## config.mk

```make
export PLATFORM = sky130hd
export DESIGN_NAME = dmem_bridge
export DESIGN_NICKNAME = d
export VERILOG_FILES = /design/src/rtl/dmem_pkg.sv /design/src/rtl/dmem_align.sv /design/src/rtl/dmem_bridge.sv
export SDC_FILE = /design/constraint.sdc
export NUM_CORES = 1
export LEC_CHECK = 0
export BUFFER_PORTS_ARGS = -buffer_cell sky130_fd_sc_hd__clkbuf_2
export CAP_MARGIN = 15
export CORE_MARGIN = 2
export CORE_UTILIZATION = 40
export DETAILED_ROUTE_END_ITERATION = 16
export PLACE_DENSITY = 0.74
export SYNTH_ARGS = -nofsm -noshare
export SYNTH_HDL_FRONTEND = slang
export SYNTH_SLANG_ARGS = --single-unit
```

## constraint.sdc

```tcl
create_clock -name clk -period 2.6 [get_ports clk]
set_input_delay 0 -clock clk [delete_from_list [all_inputs] [get_ports clk]]
set_output_delay 0 -clock clk [all_outputs]
set_load 0.005 [all_outputs]
```

## src/rtl/dmem_pkg.sv

```systemverilog
// dmem_pkg: shared definitions for the data-memory load/store bridge.
//   - dmem_state_e    : bridge sequencing states
//   - BE_B/BE_H/BE_W  : low-justified size codes carried on the request byte-enable field
//   - is_misaligned() : flags malformed size codes and size/offset combinations
//                       that would straddle a word boundary
package dmem_pkg;

    typedef enum logic [1:0] {
        ST_IDLE = 2'd0,
        ST_CMD  = 2'd1,
        ST_WAIT = 2'd2,
        ST_RESP = 2'd3
    } dmem_state_e;

    localparam logic [3:0] BE_B = 4'b0001;
    localparam logic [3:0] BE_H = 4'b0011;
    localparam logic [3:0] BE_W = 4'b1111;

    // A byte fits at any offset, a half only on even offsets, a word only at offset 0.
    // Any other size code is treated as an error as well.
    function automatic logic is_misaligned(input logic [3:0] be, input logic [1:0] off);
        logic bad;
        case (be)
            BE_B:    bad = 1'b0;
            BE_H:    bad = off[0];
            BE_W:    bad = (off != 2'd0);
            default: bad = 1'b1;
        endcase
        return bad;
    endfunction

endpackage

```

## src/rtl/dmem_align.sv

```systemverilog
// dmem_align: purely combinational lane steering for the bridge.
//   Store side: shifts the low-justified size code and store data up to the byte
//               lane selected by the address offset.
//   Load side : shifts the raw SRAM word down by the captured offset and masks it
//               to the captured access size so upper bits read as zero.
// Ports:
//   st_off_i, st_size_i, st_data_i -> st_be_o, st_data_o   (store alignment)
//   ld_off_i, ld_size_i, ld_raw_i  -> ld_data_o             (load justification)
module dmem_align (
    input  logic [1:0]  st_off_i,
    input  logic [3:0]  st_size_i,
    input  logic [31:0] st_data_i,
    input  logic [1:0]  ld_off_i,
    input  logic [3:0]  ld_size_i,
    input  logic [31:0] ld_raw_i,
    output logic [3:0]  st_be_o,
    output logic [31:0] st_data_o,
    output logic [31:0] ld_data_o
);

    logic [31:0] ld_mask_s;

    // The size code is a thermometer of enabled bytes, so each bit widens to one byte of mask.
    assign ld_mask_s = {{8{ld_size_i[3]}}, {8{ld_size_i[2]}}, {8{ld_size_i[1]}}, {8{ld_size_i[0]}}};

    assign st_be_o   = st_size_i << st_off_i;
    assign st_data_o = st_data_i << {st_off_i, 3'b000};
    assign ld_data_o = (ld_raw_i >> {ld_off_i, 3'b000}) & ld_mask_s;

endmodule

```

## src/rtl/dmem_bridge.sv

```systemverilog
// dmem_bridge: load/store bridge between the core data port and a word-addressed
// synchronous SRAM. One request at a time; every output is registered.
// Ports:
//   clk, rst (sync, active-high), clk_en (freezes all state when low)
//   i_req_*      : request handshake (valid/write/addr/wdata/size code), o_req_ready
//   o_rsp_*      : one-state response (valid, right-justified rdata, err)
//   o_mem_*      : SRAM command (en/we/word addr/lane be/lane wdata), i_mem_rdata
module dmem_bridge
    import dmem_pkg::*;
#(
    parameter int ADDR_WIDTH = 31,
    parameter int DATA_WIDTH = 31,
    parameter int MEM_AW     = 14
) (
    input  logic                  clk,
    input  logic                  rst,
    input  logic                  clk_en,
    input  logic                  i_req_valid,
    input  logic                  i_req_write,
    input  logic [ADDR_WIDTH:0]   i_req_addr,
    input  logic [DATA_WIDTH:0]   i_req_wdata,
    input  logic [3:0]            i_req_be,
    output logic                  o_req_ready,
    output logic                  o_rsp_valid,
    output logic [DATA_WIDTH:0]   o_rsp_rdata,
    output logic                  o_rsp_err,
    output logic                  o_mem_en,
    output logic                  o_mem_we,
    output logic [MEM_AW-1:0]     o_mem_addr,
    output logic [3:0]            o_mem_be,
    output logic [DATA_WIDTH:0]   o_mem_wdata,
    input  logic [DATA_WIDTH:0]   i_mem_rdata
);

    dmem_state_e         state_q;
    logic                ready_q;
    logic [1:0]          off_q;
    logic [3:0]          size_q;
    logic                mem_en_q;
    logic                mem_we_q;
    logic [MEM_AW-1:0]   mem_addr_q;
    logic [3:0]          mem_be_q;
    logic [DATA_WIDTH:0] mem_wdata_q;
    logic                rsp_valid_q;
    logic                rsp_err_q;
    logic [DATA_WIDTH:0] rsp_rdata_q;

    logic                hs_s;
    logic                bad_s;
    logic [3:0]          st_be_s;
    logic [DATA_WIDTH:0] st_data_s;
    logic [DATA_WIDTH:0] ld_data_s;
    logic                unused_addr_s;

    // Address bits above the SRAM window are intentionally dropped.
    assign unused_addr_s = ^i_req_addr[ADDR_WIDTH:MEM_AW+2];

    assign hs_s  = i_req_valid & ready_q;
    assign bad_s = is_misaligned(i_req_be, i_req_addr[1:0]);

    dmem_align u_align (
        .st_off_i  (i_req_addr[1:0]),
        .st_size_i (i_req_be),
        .st_data_i (i_req_wdata),
        .ld_off_i  (off_q),
        .ld_size_i (size_q),
        .ld_raw_i  (i_mem_rdata),
        .st_be_o   (st_be_s),
        .st_data_o (st_data_s),
        .ld_data_o (ld_data_s)
    );

    // Bridge sequencer: state plus every registered output. Reset overrides clk_en.
    always_ff @(posedge clk) begin
        if (rst) begin
            state_q     <= ST_IDLE;
            ready_q     <= 1'b0;
            off_q       <= 2'd0;
            size_q      <= 4'd0;
            mem_en_q    <= 1'b0;
            mem_we_q    <= 1'b0;
            mem_addr_q  <= '0;
            mem_be_q    <= 4'd0;
            mem_wdata_q <= '0;
            rsp_valid_q <= 1'b0;
            rsp_err_q   <= 1'b0;
            rsp_rdata_q <= '0;
        end else if (clk_en) begin
            case (state_q)
                ST_IDLE: begin
                    if (hs_s) begin
                        ready_q <= 1'b0;
                        off_q   <= i_req_addr[1:0];
                        size_q  <= i_req_be;
                        if (bad_s) begin
                            // Rejected requests skip memory entirely.
                            state_q     <= ST_RESP;
                            rsp_valid_q <= 1'b1;
                            rsp_err_q   <= 1'b1;
                            rsp_rdata_q <= '0;
                        end else begin
                            state_q     <= ST_CMD;
                            mem_en_q    <= 1'b1;
                            mem_we_q    <= i_req_write;
                            mem_addr_q  <= i_req_addr[MEM_AW+1:2];
                            mem_be_q    <= st_be_s;
                            mem_wdata_q <= st_data_s;
                        end
                    end else begin
                        // Also raises ready on the first advance after reset.
                        ready_q <= 1'b1;
                    end
                end
                ST_CMD: begin
                    mem_en_q    <= 1'b0;
                    mem_we_q    <= 1'b0;
                    mem_addr_q  <= '0;
                    mem_be_q    <= 4'd0;
                    mem_wdata_q <= '0;
                    if (mem_we_q) begin
                        state_q     <= ST_RESP;
                        rsp_valid_q <= 1'b1;
                        rsp_err_q   <= 1'b0;
                        rsp_rdata_q <= '0;
                    end else begin
                        state_q <= ST_WAIT;
                    end
                end
                ST_WAIT: begin
                    state_q     <= ST_RESP;
                    rsp_valid_q <= 1'b1;
                    rsp_err_q   <= 1'b0;
                    rsp_rdata_q <= ld_data_s;
                end
                ST_RESP: begin
                    state_q     <= ST_IDLE;
                    ready_q     <= 1'b1;
                    rsp_valid_q <= 1'b0;
                    rsp_err_q   <= 1'b0;
                    rsp_rdata_q <= '0;
                end
                default: begin
                    state_q     <= ST_IDLE;
                    ready_q     <= 1'b0;
                    mem_en_q    <= 1'b0;
                    mem_we_q    <= 1'b0;
                    mem_addr_q  <= '0;
                    mem_be_q    <= 4'd0;
                    mem_wdata_q <= '0;
                    rsp_valid_q <= 1'b0;
                    rsp_err_q   <= 1'b0;
                    rsp_rdata_q <= '0;
                end
            endcase
        end
    end

    assign o_req_ready = ready_q;
    assign o_rsp_valid = rsp_valid_q;
    assign o_rsp_rdata = rsp_rdata_q;
    assign o_rsp_err   = rsp_err_q;
    assign o_mem_en    = mem_en_q;
    assign o_mem_we    = mem_we_q;
    assign o_mem_addr  = mem_addr_q;
    assign o_mem_be    = mem_be_q;
    assign o_mem_wdata = mem_wdata_q;

endmodule

```

==> metrics <==
number of buffer and inverter instances along the worst setup path 1; Starting Density between 40% and 50%; final wirelength 13.1 mm; fmax 445 MHz; required time reported for the critical path endpoint 2.88 ns; die extent in y 111 um; net count after synthesis 557; post-route minimum period 2.24 ns; die boundary width 111 um; final period utilization 86.3%; static power due to leakage 3.03 nW; instance count along the most critical hold path 3; Clock H-tree levels 3; ant diodes 0; clock tree from TritonCTS done; area inside the core boundary 11300 um^2; top flip-flop cell by instance count after synthesis dfxtp_1; Via density 5.23; Rel. slew slack 46.6%; Overflow after GRT 0; area of the multi-input gates around 2500 um^2; EDFF count, synth 0; Sequential Area 1900 um^2; transition at the pin with the smallest max-transition slack between 0.7 and 0.8 ns; largest vdd supply drop 0.000372 V; DR WL/cell ~16 um; number of CTS-inserted buffers 9; Reg2Reg Setup Slack 0.36 ns; source-to-sink clock delay at the later pin of the worst-skew pair roughly 0.35 ns; power density of the placed cells 565 nW/um^2; standard cell with the maximum stage delay on the critical path or3_1; number of hold violations in the final report 0; ratio of cells with drive above 1 in the final layout 35.2%; max capacitance violation total 0; critical path capture point type flop; Net count, final 766; routability cong. 0.854; number of buffers on the longest clock path 2; hpwl dp 9.12 mm; asr flop ratio synth 0%; First DRT Iteration DRCs roughly 220; CTS Root Cell clkbuf_16; most common cell after layout, fill and taps aside clkbuf_2; critical path arrival roughly 2.5 ns; worst reg2reg startpoint state_q[0]; Syn Inst Count between 400 and 500; final worst clock skew ~0.0042 ns; vias after detailed routing 4202; number of cell rows 39; Sink Count 95; R2R depth 6; startpoint class of the critical path flop; num ports ~190; Hold Path Sink o_mem_wdata[25]; remaining routing DRC violations 0; Antenna Nets Post-Route 0; Crit path max-delay family simple AND/OR/NAND/NOR gates; Inst Count DP 743; status complete, no violations; start-to-end type of the worst setup path reg -> reg; buffers inserted by post-CTS timing repair 0; Syn Std Cell Area 4580 um^2; sequential cell area fraction in the yosys report between 40 and 50%; number of flip-flops and latches in the synthesized netlist 95; maximum number of pins on one net before global-route repair between 40 and 50; post-CTS clock slew at the launch and capture registers of the worst setup and hold paths 0.07 ns; initial antenna violation count 0; final-layout setup total negative slack 0 ns; vias in the first global route between 4000 and 5000; maximum cell stage delay along the critical path approximately 0.7 ns; first drt pass iteration count 4; global router's overall resource usage 21.4%; Finished Layout Cells 804; number of filler instances in the final layout 971; first-pass GRT wire length about 21 mm; most frequent cells in the layout 175 x clkbuf_2, 95 x dfxtp_1, 73 x mux2i_1; Worst Path Max Fanout 9; critical-path cell list inv_1 -> ha_1 -> a21bo_2 -> nand2_1 -> or3_1 -> o2bb2ai_2; worst min-delay path startpoint i_req_wdata[17]; number of endpoints failing setup at the final stage 0; Die Outline Area roughly 12000 um^2; Max Slew Vio Count 0; unrepaired setup endpoints after global routing false; worst min path class in -> reg; Layout Area Growth over Synthesis 38.4%; Unique masters post-synth 47; endpoint of the worst register-to-register path o_mem_wdata[8]; yosys synthesis warning count 0; Port-buffer cells 175; post-synthesis average cell area 10.3 um^2
==> report_power, final <==
group	internal, mW	switching [mW]	leakage, nW
logic	0.306	0.323	2.10
registers	1.49	0.0272	0.766
clock network	0.866	0.574	0.162
total	2.66	0.924	3.03
==> synth_stat cells (2+ instances only) <==
library cell,instances,area (um^2)
dfxtp_1,95,1900
mux2i_1,73,731
nand2_1,55,206
nand2b_1,37,231
a22o_1,32,280
clkbuf_1,13,48.8
nor2_1,12,45.0
a211o_1,10,87.6
o21ai_0,10,50.1
o2bb2ai_2,9,135
mux2_2,8,90.1
o211ai_1,8,60.1
o2bb2ai_1,8,70.1
a32o_2,7,78.8
buf_2,6,30.0
buf_4,6,45.0
inv_1,6,22.5
nor2b_1,6,37.5
and2b_1,5,37.5
ha_1,5,62.6
buf_6,4,45.0
a211oi_1,3,22.5
a21o_1,2,15.0
a21oi_1,2,10.0
a32o_1,2,20.0
or3_1,2,12.5
==> sequential cells by signal, summed over array words and instances (netlist names) <==
register,count
o_rsp_rdata,32
o_rsp_err,1
size_q,4
o_mem_be,4
o_mem_we,1
off_q,2
o_mem_wdata,32
o_req_ready,1
o_mem_addr,14
o_rsp_valid,1
o_mem_en,1
state_q,2
==> stage by stage <==
step / hold slack (ns) / power (mW) / setup WS, ns / instance area (um^2) / utilization (%)
after floorplan: 0.126 / 1.93 / 0.736 / 4580 / -
after global placement: 0.212 / 2.10 / 0.471 / 5570 / 49.2
after detailed placement: 0.215 / 2.12 / 0.377 / 5570 / 49.2
after CTS: 0.0119 / 3.62 / 0.357 / 6340 / 56.0
after global routing: 0.0415 / 3.74 / 0.212 / 6340 / 56.0
final: 0.0254 / 3.58 / 0.355 / 6340 / 56.0
==> logic make-up after synthesis <==
kind of cell               after synthesis  share of synthesized area [%]
AOI/OAI and AO/OA                      100                           19.6
adders and majority gates                5                           1.36
buffers and inverters                   37                           4.45
DFF                                     95                           41.5
muxes                                   81                           17.9
and+or+nand+nor                        129                           15.2
==> worst max path at each step <==
stage	start	endpoint	slack, ns	cells after the start
after global routing	state_q[0]	o_mem_wdata[10]	0.21	6
after global placement	state_q[0]	o_mem_wdata[10]	0.47	6
after CTS	state_q[0]	o_mem_wdata[11]	0.36	6
after floorplan	state_q[0]	o_mem_wdata[26]	0.74	7
after detailed placement	state_q[0]	o_mem_wdata[8]	0.38	6
final	state_q[0]	o_mem_wdata[8]	0.36	6
==> worst register-to-register path: stages, from the launching register on <==
cell	delay, ns
dfxtp_1	0.40
inv_1	0.13
ha_1	0.27
a21bo_2	0.23
nand2_1	0.21
or3_1	0.70
o2bb2ai_2	0.24
==> repair_timing <==
item,CTS,global route
hold endpoints to repair,48,0
hold buffers,45,0
gates resized for setup,0,0
==> layer usage <==
layer	track usage [%]	wire length, um	up-vias
met5	0	0	-
met4	8.31	280	0
met3	5.14	828	19
met2	37.2	6420	149
met1	25.7	5600	1991
li1	-	-	2043
==> final cells by class <==
type / instances / share of cell area, %
Tap cell: 143 / 2.82
Multi-Input combinational cell: 315 / 39.2
Clock buffer: 10 / 3.77
Clock inverter: 6 / 1.32
Inverter: 6 / 0.355
Sequential cell: 95 / 30.0
Timing Repair Buffer: 229 / 22.6
No activity file was read; power rests on OpenSTA's default activity.
